### src/rtl/reg_dump_tx_pkg.sv
// -----------------------------------------------------------------------------
// reg_dump_tx_pkg
//   Shared definitions for the register-dump UART transmitter: sequencer state
//   encodings, line-format constants and the character generator that turns a
//   32-bit word plus a character index into the ASCII byte for that position.
// -----------------------------------------------------------------------------
package reg_dump_tx_pkg;

   typedef enum logic [1:0] {
      ST_IDLE  = 2'd0,
      ST_FETCH = 2'd1,
      ST_SEND  = 2'd2
   } state_t;

   localparam logic [7:0] ASCII_CR       = 8'h0D;
   localparam logic [7:0] ASCII_LF       = 8'h0A;
   localparam logic [3:0] BYTES_PER_LINE = 4'd10;
   localparam logic [3:0] LAST_CHAR      = BYTES_PER_LINE - 4'd1;
   localparam logic [4:0] LAST_REG       = 5'd31;

   // Uppercase hex digit: 0-9 -> 0x30-0x39, A-F -> 0x41-0x46.
   function automatic logic [7:0] hex_ascii(input logic [3:0] nib);
      if (nib < 4'd10) return 8'h30 + {4'h0, nib};
      return 8'h37 + {4'h0, nib};
   endfunction

   // Character idx of a line: 0..7 are nibbles MSB first, 8 is CR, 9 is LF.
   function automatic logic [7:0] line_char(input logic [31:0] word,
                                            input logic [3:0]  idx);
      logic [3:0] nib;
      case (idx[2:0])
         3'd0:    nib = word[31:28];
         3'd1:    nib = word[27:24];
         3'd2:    nib = word[23:20];
         3'd3:    nib = word[19:16];
         3'd4:    nib = word[15:12];
         3'd5:    nib = word[11:8];
         3'd6:    nib = word[7:4];
         default: nib = word[3:0];
      endcase
      if (idx < 4'd8)  return hex_ascii(nib);
      if (idx == 4'd8) return ASCII_CR;
      return ASCII_LF;
   endfunction

endpackage

### src/rtl/reg_dump_tx_uart.sv
// -----------------------------------------------------------------------------
// uart_tx_byte
//   8N1 byte serializer. A byte is accepted when valid && ready; the start bit
//   appears on tx in the following cycle. ready is also asserted during the
//   last cycle of the stop bit so a new byte can follow with no idle gap.
//
//   Ports:
//     clk, rst_n  clock, asynchronous active-low reset
//     tx_byte     byte to send
//     valid       tx_byte is offered this cycle
//     tx          serial output, idle high
//     ready       a byte offered this cycle will be accepted
// -----------------------------------------------------------------------------
module uart_tx_byte #(
   parameter int unsigned CLKS_PER_BIT = 868
) (
   input  logic       clk,
   input  logic       rst_n,
   input  logic [7:0] tx_byte,
   input  logic       valid,
   output logic       tx,
   output logic       ready
);

   localparam logic [15:0] BAUD_LAST = 16'(CLKS_PER_BIT - 1);

   logic [15:0] r_baud;
   logic [3:0]  r_bit;
   logic [8:0]  r_frame;
   logic        r_busy;
   logic        r_tx;
   logic        w_bit_end;

   assign w_bit_end = (r_baud == BAUD_LAST);
   assign ready     = !r_busy || (w_bit_end && (r_bit == 4'd9));
   assign tx        = r_tx;

   // r_frame holds the bits still to be sent after the start bit: data LSB
   // first, then the stop bit, shifted in as 1s from the top.
   always_ff @(posedge clk or negedge rst_n) begin
      if (!rst_n) begin
         r_baud  <= '0;
         r_bit   <= '0;
         r_frame <= '0;
         r_busy  <= 1'b0;
         r_tx    <= 1'b1;
      end else if (valid && ready) begin
         r_frame <= {1'b1, tx_byte};
         r_tx    <= 1'b0;
         r_bit   <= '0;
         r_baud  <= '0;
         r_busy  <= 1'b1;
      end else if (r_busy) begin
         if (w_bit_end) begin
            r_baud <= '0;
            if (r_bit == 4'd9) begin
               r_busy <= 1'b0;
               r_tx   <= 1'b1;
               r_bit  <= '0;
            end else begin
               r_bit   <= r_bit + 4'd1;
               r_tx    <= r_frame[0];
               r_frame <= {1'b1, r_frame[8:1]};
            end
         end else begin
            r_baud <= r_baud + 16'd1;
         end
      end
   end

endmodule

### src/rtl/reg_dump_tx.sv
// -----------------------------------------------------------------------------
// reg_dump_tx
//   Dumps a 32 x 32-bit register file over UART as 32 text lines of eight
//   uppercase hex digits followed by CR LF, register 0 first.
//
//   Ports:
//     clk, rst_n  clock, asynchronous active-low reset
//     start       dump request, honoured only when idle
//     rd_addr     register-file read address (current register index)
//     rd_data     register-file read data, combinational from rd_addr
//     tx          UART 8N1 serial output, idle high
//     busy        dump in progress
//     done        one-cycle pulse when the last stop bit has finished
// -----------------------------------------------------------------------------
module reg_dump_tx
   import reg_dump_tx_pkg::*;
#(
   parameter int unsigned CLKS_PER_BIT = 868
) (
   input  logic        clk,
   input  logic        rst_n,
   input  logic        start,
   output logic [4:0]  rd_addr,
   input  logic [31:0] rd_data,
   output logic        tx,
   output logic        busy,
   output logic        done
);

   state_t      r_state;
   logic [31:0] r_word;
   logic [3:0]  r_char;
   logic [4:0]  r_reg;
   logic        r_busy;
   logic        r_done;

   logic        w_ready;
   logic        w_valid;
   logic [7:0]  w_byte;

   assign rd_addr = r_reg;
   assign busy    = r_busy;
   assign done    = r_done;

   // The first character of a line is taken straight from rd_data during
   // FETCH so its start bit lines up with the word being latched; the rest
   // come from the latched word so later register writes cannot leak in.
   always_comb begin
      w_valid = 1'b0;
      w_byte  = line_char(r_word, r_char + 4'd1);
      case (r_state)
         ST_FETCH: begin
            w_valid = 1'b1;
            w_byte  = line_char(rd_data, 4'd0);
         end
         ST_SEND: w_valid = w_ready && (r_char != LAST_CHAR);
         default: w_valid = 1'b0;
      endcase
   end

   always_ff @(posedge clk or negedge rst_n) begin
      if (!rst_n) begin
         r_state <= ST_IDLE;
         r_word  <= '0;
         r_char  <= '0;
         r_reg   <= '0;
         r_busy  <= 1'b0;
         r_done  <= 1'b0;
      end else begin
         r_done <= 1'b0;
         case (r_state)
            ST_IDLE: begin
               // r_done marks the completion cycle, where start is ignored.
               if (start && !r_done) begin
                  r_state <= ST_FETCH;
                  r_busy  <= 1'b1;
                  r_reg   <= '0;
                  r_char  <= '0;
               end
            end
            ST_FETCH: begin
               r_word  <= rd_data;
               r_char  <= '0;
               r_state <= ST_SEND;
            end
            ST_SEND: begin
               if (w_ready) begin
                  if (r_char != LAST_CHAR) begin
                     r_char <= r_char + 4'd1;
                  end else if (r_reg == LAST_REG) begin
                     r_state <= ST_IDLE;
                     r_busy  <= 1'b0;
                     r_done  <= 1'b1;
                  end else begin
                     r_reg   <= r_reg + 5'd1;
                     r_state <= ST_FETCH;
                  end
               end
            end
            default: r_state <= ST_IDLE;
         endcase
      end
   end

   uart_tx_byte #(
      .CLKS_PER_BIT(CLKS_PER_BIT)
   ) u_uart (
      .clk     (clk),
      .rst_n   (rst_n),
      .tx_byte (w_byte),
      .valid   (w_valid),
      .tx      (tx),
      .ready   (w_ready)
   );

endmodule
### config.mk
export PLATFORM = sky130hd
export DESIGN_NAME = reg_dump_tx
export DESIGN_NICKNAME = d
export VERILOG_FILES = /design/src/rtl/reg_dump_tx_pkg.sv /design/src/rtl/reg_dump_tx_uart.sv /design/src/rtl/reg_dump_tx.sv
export SDC_FILE = /design/constraint.sdc
export NUM_CORES = 1
export LEC_CHECK = 0
export CORE_MARGIN = 8
export CORE_UTILIZATION = 57
export DETAILED_ROUTE_END_ITERATION = 16
export PLACE_DENSITY = 0.8
export SLEW_MARGIN = 20
export SYNTH_ARGS = -nofsm -noshare
export SYNTH_HDL_FRONTEND = slang
export SYNTH_SLANG_ARGS = --single-unit
### constraint.sdc
create_clock -name clk -period 3.9 [get_ports clk]
set_clock_uncertainty 0.15 [all_clocks]
set_input_delay 1.17 -clock clk [delete_from_list [all_inputs] [get_ports clk]]
set_output_delay 1.17 -clock clk [all_outputs]
set_load 0.02 [all_outputs]
==> flow_summary.json <==
{
  "status": "complete, no violations",
  "crit_slowest_cell": "or4_4",
  "clkSlewWorstSetupHoldPaths_ns": 0.08,
  "clkSinkCount": 76,
  "place.gp.congestion": 0.885,
  "max-slew-margin-rel_pct": 37.1,
  "n_antenna_cell": 0,
  "ys_types": 61,
  "yosys.area.top_type": "dfrtp_1",
  "ys.flop_type": "dfrtp_1",
  "finalHoldViolCount": 0,
  "clock_path_buffers": 2,
  "die_area_mm2": 0.0105,
  "dp.final_hpwl_um": 6670,
  "hold_path_class": "reg -> reg",
  "r2r_cells": 6,
  "synth_edf_count": 0,
  "grt_max_degree": 77,
  "first_pass_iters": 4,
  "vdd_drop_max_mv": 0.376,
  "syn_inst": 435,
  "drtIter0Drc": 145,
  "period_share_pct": 78.5,
  "fmax_mhz": 327,
  "final_nets": 529,
  "fin_tns_setup_ns": 0,
  "critical_path.cell_chain": "or4_4, or4_4, o21a_1, nor2_1, a21oi_1, a211o_1",
  "arrival_ns": 3.15,
  "cts-hold-fix-buffers": 0,
  "whs_ns": 0.332,
  "endpoint_kind": "register",
  "post-cts-setup-buffer-count": 0,
  "yosys-top-cells-area": "dfrtp_1 44%, mux2_2 8.4%, ha_1 5.6%, nand2_1 4.3%, o21ai_0 3.5%",
  "power_leakage_uw": 0.00214,
  "p_per_area_mw_per_mm2": 669,
  "wl_per_cell_um": 16.2,
  "numPortBuffers": 42,
  "antenna_found_initial": 0,
  "synthArstFlopShare_pct": 100,
  "avgSynthCellArea_um2": 9.81,
  "vias": 3412,
  "grt_pass1_wl_um": 16400,
  "busiest_layer": "met2",
  "grt_setup_unrepaired": "no",
  "cp.required_ns": 3.99,
  "worst_pin_slew_ns": 0.943,
  "grtUsageTotal_pct": 19.5,
  "final_cell_mix": "75 x dfrtp_1, 49 x nand2_1, 41 x clkdlybuf4s50_1",
  "yosys_warnings": 0,
  "worstSetupPathType": "reg -> reg",
  "chipHeight_um": 103,
  "fp-row-count": 31,
  "core_mm2": 0.00725,
  "drtAntennaViolNets": 0,
  "syn_area_mm2": 0.00427,
  "groute.layer.met3.usage_pct": 5.06,
  "cts_resized": 0,
  "via_per_inst": 5.89,
  "crit_path_frequent_cell": "or4_4",
  "min_period_ns": 3.06,
  "maxCapViolCount": 0,
  "synth_fp_nets": 489,
  "synth-seq-area-share_pct": 44.6,
  "initial_core_util_pct": 58.9,
  "cp_max_fo": 13,
  "drive_above_1_share_pct": 13.3,
  "io_pins": 43,
  "grt_overflow": 0,
  "start_kind": "register",
  "cts-buffers-inserted": 9,
  "root_buffer": "clkbuf_8",
  "grt_pass1_vias": 3463,
  "use_met1_pct": 23.8,
  "slew_viol_final": 0,
  "wl_um": 9390,
  "insertion_delay_ns": 0.35,
  "whs_path_depth": 1,
  "synth_top_area_share_pct": 44.0,
  "cts_tree": "yes",
  "cpPeakStageDelay_ns": 0.63,
  "syn2layout_area_growth_pct": 16.5,
  "setup_viol": 0,
  "final_common_cell": "dfrtp_1",
  "use_met2_pct": 32.2,
  "htreeDepth": 3,
  "ys_ff_latch": 76,
  "die_w_um": 103,
  "drc": 0
}
==> critical path, delay by kind of cell, from the launching register on <==
| family | cells | cell delay [ns] |
|---|---|---|
| compound gates | 3 | 0.64 |
| flops | 1 | 0.42 |
| simple gates | 3 | 1.73 |
==> stage by stage <==
step	cells	total power, uW	util [%]	worst slack, ns	cell area [um^2]
2_1_floorplan	435	2360	-	1.16	4270
3_3_place_gp	563	2680	65.9	0.908	4780
3_5_place_dp	563	2720	65.9	0.852	4780
4_1_cts	579	3340	68.6	0.844	4970
5_1_grt	579	3580	68.6	0.661	4970
6_report	579	3330	68.6	0.838	4970
==> sequential cells by signal, summed over array words and instances, names as in the netlist <==
| signal | flops |
|---|---|
| r_word | 32 |
| u_uart.r_baud | 16 |
| u_uart.r_frame | 9 |
| rd_addr | 5 |
| r_char | 4 |
| u_uart.r_bit | 4 |
| r_state | 2 |
| busy | 1 |
| done | 1 |
| u_uart.r_busy | 1 |
| u_uart.tx | 1 |
==> final cells by class <==
type,count,area [um^2]
clock inverter,6,65.1
timing repair buffer,47,455
clock buffer,10,128
fill,572,2280
tap,99,124
multi-input combinational,319,2220
inverter,22,82.6
sequential,76,1900
==> layer usage <==
metal / up-vias / part of all wire, %
met5: - / 0
met3: 22 / 4.4
met2: 73 / 50
met4: 0 / 2.3
met1: 1656 / 43
li1: 1661 / -
==> power by group <==
group / internal, uW / switching, uW / total (uW)
Sequential: 1070 / 208 / 1280
Clock: 296 / 296 / 592
Combinational: 674 / 778 / 1450
==> path summary, 6_finish.rpt <==
kind | end | start | slack, ns
setup / recovery | u_uart.r_frame[4]$_DFFE_PN0P_ | u_uart.r_baud[13]$_DFFE_PN0P_ | 0.84
hold / removal | u_uart.r_frame[8]$_DFFE_PN0P_ | u_uart.r_frame[8]$_DFFE_PN0P_ | 0.33
setup reg to reg | u_uart.r_frame[4]$_DFFE_PN0P_ | u_uart.r_baud[13]$_DFFE_PN0P_ | 0.84
hold reg to reg | u_uart.r_frame[8]$_DFFE_PN0P_ | u_uart.r_frame[8]$_DFFE_PN0P_ | 0.33
max in group asynchronous | r_char[1]$_DFFE_PN0P_ | rst_n | 2.18
min in group asynchronous | u_uart.r_bit[1]$_DFFE_PN0P_ | rst_n | 0.82
==> synth_stat cells (all sizes together) (2+ instances only) <==
| cell | count |
|---|---|
| a221oi | 3 |
| a22oi | 6 |
| a2111oi | 2 |
| clkbuf | 12 |
| a222oi | 4 |
| a21oi | 18 |
| mux2 | 32 |
| xnor2 | 9 |
| or4 | 4 |
| a21o | 4 |
| or2 | 2 |
| a21boi | 3 |
| mux2i | 4 |
| o2111ai | 3 |
| a311oi | 3 |
| nor2 | 26 |
| nand3 | 13 |
| o21ai | 32 |
| o211ai | 4 |
| nor3 | 6 |
| xor2 | 8 |
| or3 | 5 |
| o31ai | 3 |
| nand2b | 5 |
| a32o | 2 |
| nand2 | 50 |
| buf | 6 |
| and2 | 2 |
| o22ai | 5 |
| a211oi | 4 |
| nor2b | 2 |
| ha | 19 |
| and3 | 6 |
| nand4 | 6 |
| o21bai | 2 |
| nor4 | 4 |
| dfrtp | 75 |
| inv | 21 |
| a31oi | 4 |
==> logic make-up after synthesis <==
family / Yosys count / share of synthesized area (%)
multiplexers: 36 / 9.38
adder cells (fa/ha/maj): 19 / 5.57
AND/OR/NAND/NOR: 138 / 16.3
flip-flops: 76 / 44.6
buffers and inverters: 40 / 3.58
XOR/XNOR: 17 / 3.49
AO/OA/AOI/OAI: 109 / 17.1
No activity file was read; power rests on OpenSTA's default activity.
